File: src/rtl/regfile_write_scheduler.sv
// regfile_write_scheduler: clears the register file, then arbitrates round-robin writeback from A and B.
module regfile_write_scheduler #(
    parameter int NUM_REGS = 16,
    parameter int DATA_W   = 32,
    parameter int ADDR_W   = 5
) (
    input  logic              CLK,
    input  logic              RESET,
    input  logic              Clear,
    input  logic              ReqA,
    input  logic [ADDR_W-1:0] AddrA,
    input  logic [DATA_W-1:0] DataA,
    output logic              RdyA,
    input  logic              ReqB,
    input  logic [ADDR_W-1:0] AddrB,
    input  logic [DATA_W-1:0] DataB,
    output logic              RdyB,
    output logic              RegWr,
    output logic [ADDR_W-1:0] Waddr,
    output logic [DATA_W-1:0] Writedata,
    output logic              InitDone,
    output logic              AddrErr
);
    localparam int CW = $clog2(NUM_REGS);
    localparam logic [ADDR_W:0] LIMIT = (ADDR_W+1)'(NUM_REGS);
    typedef enum logic {S_CLEAR, S_RUN} state_t;
    state_t            r_state, w_next;
    logic [CW-1:0]     r_cnt;
    logic              r_prio_b;
    logic              w_last, w_run, w_grant, w_err;
    logic [ADDR_W-1:0] w_addr;
    logic [DATA_W-1:0] w_data;

    always_ff @(posedge CLK) begin
        if (!RESET) begin
            r_state   <= S_CLEAR;
            r_cnt     <= '0;
            r_prio_b  <= 1'b0;
            RegWr     <= 1'b0;
            Waddr     <= '0;
            Writedata <= '0;
            InitDone  <= 1'b0;
            AddrErr   <= 1'b0;
        end else begin
            r_state  <= w_next;
            InitDone <= w_next == S_RUN;
            if (r_state == S_CLEAR) begin
                r_cnt     <= w_last ? '0 : r_cnt + 1'b1;
                RegWr     <= 1'b1;
                Waddr     <= ADDR_W'(r_cnt);
                Writedata <= '0;
                AddrErr   <= 1'b0;
            end else if (Clear) begin
                r_cnt   <= '0;
                RegWr   <= 1'b0;
                AddrErr <= 1'b0;
            end else begin
                // an out-of-range request is still consumed, only the file write is suppressed
                RegWr   <= w_grant && !w_err;
                AddrErr <= w_grant && w_err;
                if (w_grant) begin
                    Waddr     <= w_addr;
                    Writedata <= w_data;
                    r_prio_b  <= RdyA;
                end
            end
        end
    end

    always_comb begin
        w_last = r_cnt == CW'(NUM_REGS - 1);
        w_next = r_state == S_CLEAR ? (w_last ? S_RUN : S_CLEAR) : (Clear ? S_CLEAR : S_RUN);
    end

    always_comb begin
        w_run   = r_state == S_RUN && !Clear;
        RdyA    = w_run && ReqA && (!ReqB || !r_prio_b);
        RdyB    = w_run && ReqB && (!ReqA || r_prio_b);
        w_grant = RdyA || RdyB;
        w_addr  = RdyB ? AddrB : AddrA;
        w_data  = RdyB ? DataB : DataA;
        w_err   = {1'b0, w_addr} >= LIMIT;
    end
endmodule

File: config.mk
export PLATFORM = sky130hd
export DESIGN_NAME = regfile_write_scheduler
export DESIGN_NICKNAME = d
export VERILOG_FILES = /design/src/rtl/regfile_write_scheduler.sv
export SDC_FILE = /design/constraint.sdc
export NUM_CORES = 1
export LEC_CHECK = 0
export CORE_MARGIN = 4
export CORE_UTILIZATION = 39
export DETAILED_ROUTE_END_ITERATION = 6
export GPL_TIMING_DRIVEN = 1
export PLACE_DENSITY = 0.89
export REMOVE_ABC_BUFFERS = 1
export SYNTH_ARGS = -nofsm -noshare
export SYNTH_HDL_FRONTEND = slang
export SYNTH_SLANG_ARGS = --single-unit
File: constraint.sdc
create_clock -name CLK -period 1.5 [get_ports CLK]
set_input_delay 0.375 -clock CLK [delete_from_list [all_inputs] [get_ports CLK]]
set_output_delay 0.375 -clock CLK [all_outputs]
set_load 0.1 [all_outputs]
==> qor.csv <==
stage;metric;value;unit
run_status;status;finished, violations left;
run_status;violated checks;setup timing;
place;Cells after DPL;465;
global_route;vias in the first global route;2739;
global_route;first-pass GRT wire length;13.5;mm
cts;deepest clock path buffer count;2;
global_route;largest net degree at the start of global routing;26;
timing;worst rel slew slack;0.822;
place;routability-driven placement congestion ratio;0.910;
timing;clock skew after layout;6.98;ps
place;detailed-placement wirelength estimate;6.36;mm
layout;antenna diode count;0;
global_route;met1 demand-to-capacity share in global routing;0.263;
global_route;met3 routing resource usage after global routing;0.0681;
power;Reg power frac;0.490;
die;width of the chip;83.9;um
critical_path;data arrival at the endpoint of the critical path;1330;ps
die;initial cell density of the core;0.405;
power;net switching power figure;669;uW
logic_synthesis;number of enable flip-flop cells after synthesis;0;
power;worst-case vdd ir drop;0.356;mV
critical_path;R2R setup slack;10;ps
global_route;met2 global-route usage;0.427;
detailed_routing;first-pass iteration count of the detailed router;4;
timing;setup TNS after final layout;-313;ps
detailed_routing;DR vias/cell;5.92;
power;pwr dens;585;mW/mm^2
power;fraction of power spent switching nets;0.269;
detailed_routing;antenna viol nets, final;0;
layout;fraction of final layout cells sized beyond drive strength 1;0.260;
detailed_routing;DR iter-0 viols;158;
die;number of top-level design ports;121;
die;Die Footprint;0.00703;mm^2
detailed_routing;overall routed net length;8.62;mm
timing;Worst-Margin Slew;264;ps
timing;setup ws final;-202;ps
cts;number of clock sinks seen by CTS;45;
cts;CTS Root Cell;sky130_fd_sc_hd__clkbuf_8;
timing;total count of max-transition violations in the final report;0;
layout;most frequent cells in the layout;sky130_fd_sc_hd__clkdlybuf4s50_1 (75), sky130_fd_sc_hd__dfxtp_1 (43), sky130_fd_sc_hd__buf_12 (43), sky130_fd_sc_hd__a21oi_1 (40), sky130_fd_sc_hd__nand3_1 (39);
global_route;Congestion Overflow GR;0;
layout;post-route non-filler standard cell count;476;
layout;final instance area;0.00426;mm^2
place;pre-CTS worst setup slack;-493;ps
detailed_routing;number of design rule violations left after detail routing;0;
detailed_routing;number of vias after detailed routing;2820;
logic_synthesis;leading cell types by total area after synthesis;sky130_fd_sc_hd__dfxtp_1 (40%), sky130_fd_sc_hd__a311oi_1 (15%), sky130_fd_sc_hd__a21oi_1 (9.1%), sky130_fd_sc_hd__nand3_1 (8.7%), sky130_fd_sc_hd__o21ai_1 (5.6%);
power;relative contribution of combinational cells to total power;0.214;
layout;Net count, final;483;
logic_synthesis;Post-Synthesis Mean Instance Area;8.22;um^2
logic_synthesis;Mapped Cells;273;
run;number of max-cap violations;0;
timing;Achievable Freq;587;MHz
critical_path;critical-path maximum fanout;2;
min_path;Min-Delay Path Class;reg -> reg;
critical_path;Data required, critical path;1120;ps
global_route;initial antenna violation count;0;
logic_synthesis;ys async rst share;0;
critical_path;nature of the critical path startpoint;register;
logic_synthesis;count of yosys warnings during synthesis;0;
die;cell row count;27;
cts;post-CTS clock slew at the launch and capture registers of the worst setup and hold paths;90;ps
logic_synthesis;part of the Yosys area used for sequential elements;0.401;
global_route;global route hottest layer;met2;
place;Port Buffer Count;120;
logic_synthesis;most used flip-flop cell after synthesis;sky130_fd_sc_hd__dfxtp_1;
power;Leakage;0.00147;uW
power;clock network power share;0.296;
critical_path;critical path class;reg -> out;
global_route;overall track demand over capacity in global routing;0.234;
cts;maximum level of the CTS H-tree;2;
layout;Syn-to-layout area delta;89.7;%
layout;post-route core utilization;0.769;
die;Die H;83.9;um
detailed_routing;routed wirelength normalized by instance count;18.1;um
logic_synthesis;number of unique standard cell types used by synthesis;35;
cts;number of hold buffers added after cts;0;
timing;Hold Fails Final Rpt;0;
power;Internal Power;1820;uW
timing;setup repair after global routing missed its margin;true;
place;placed instance area;0.00405;mm^2
timing;time the final worst path needs with I/O delays and setup;1700;ps
cts;number of CTS-inserted buffers;5;
logic_synthesis;post-synthesis register bit count;45;
logic_synthesis;total standard cell area after synthesis;0.00224;mm^2
layout;most common library cell in the layout ignoring fill and taps;sky130_fd_sc_hd__clkdlybuf4s50_1;
critical_path;Worst setup EP type;output pin;
die;Core Box Area;0.00554;mm^2
logic_synthesis;Yosys top cell by area;sky130_fd_sc_hd__dfxtp_1;
cts;TritonCTS clock tree;built;
logic_synthesis;Synth top area share;0.401;
cts;clock latency reported for the late side of the worst-skew pair;300;ps
timing;Final setup viols;2;
timing;period utilisation layout;1.13;
## cells by family after synthesis
family,share of synthesized area
buffers and inverters,0.0819
flip-flops,0.401
AO/OA/AOI/OAI,0.373
adder cells (fa/ha/maj),0.00557
AND/OR/NAND/NOR,0.138
## synth_stat cells, drive strengths merged (2+ instances only)
cell type and number:
nand4 2, a221oi 2, inv 4, nand2 5
nor2 4, clkbuf 13, a311oi 39, o32ai 2
o21ai 37, nand3 39, a21oi 41, nor2b 3
buf 20, nand2b 2, dfxtp 45
## power groups by stage
stage               registers (uW)  clock network, uW  logic, uW
finish                        1220                738        532
global placement              1250                  0        497
detailed placement            1250                  0        508
global route                  1220                810        563
floorplan                     1280                  0        126
CTS                           1220                750        513
## registers in the layout, summed over array words and instances (netlist names)
| name | count |
|---|---|
| AddrErr | 1 |
| RegWr | 1 |
| Waddr | 5 |
| Writedata | 32 |
| r_cnt | 4 |
| r_prio_b | 1 |
| r_state | 1 |
## metrics by stage
| step | power (uW) | hold WS (ps) |
|---|---|---|
| final | 2490 | 537 |
| after global routing | 2600 | 575 |
| after CTS | 2480 | 539 |
| after detailed placement | 1760 | 525 |
| after global placement | 1740 | 500 |
| after floorplan | 1410 | 478 |
## critical path: stages, from the launching register on
cell                      delay [ps]
sky130_fd_sc_hd__dfxtp_2         330
sky130_fd_sc_hd__and2b_2         240
sky130_fd_sc_hd__nor3_4          180
sky130_fd_sc_hd__buf_6           120
sky130_fd_sc_hd__buf_12          160
## what timing repair did
action / 4_1_cts / 5_1_grt
endpoints found under the setup margin: 41 / 33
gates resized for setup: 10 / 19
pin swaps: 0 / 3
buffers inserted: 2 / 1
hold endpoints to repair: 0 / 0
## worst paths after layout
| kind | startpoint | endpoint | depth (start not counted) |
|---|---|---|---|
| worst max-delay path | r_prio_b | RdyB | 4 |
| worst min-delay path | Waddr[0] | Waddr[0] | 2 |
| worst max register to register | r_prio_b | RegWr | 5 |
| worst min register to register | Waddr[0] | Waddr[0] | 2 |
## routing by layer
layer / vias to the layer above / wire (um)
li1: 1320 / -
met4: 0 / 186
met3: 16 / 754
met5: - / 0
met2: 136 / 4520
met1: 1348 / 3170
## cell type report
type                    count  area, um^2
multi-input cells         190        1240
clock inverters             3        17.5
clock buffers               5        68.8
flip-flops and latches     45         903
fillers                   409        1280
well taps                  72        90.1
repair buffers            156        1920
inverters                   5        18.8
Note: power is estimated with default switching activity, not from simulation.
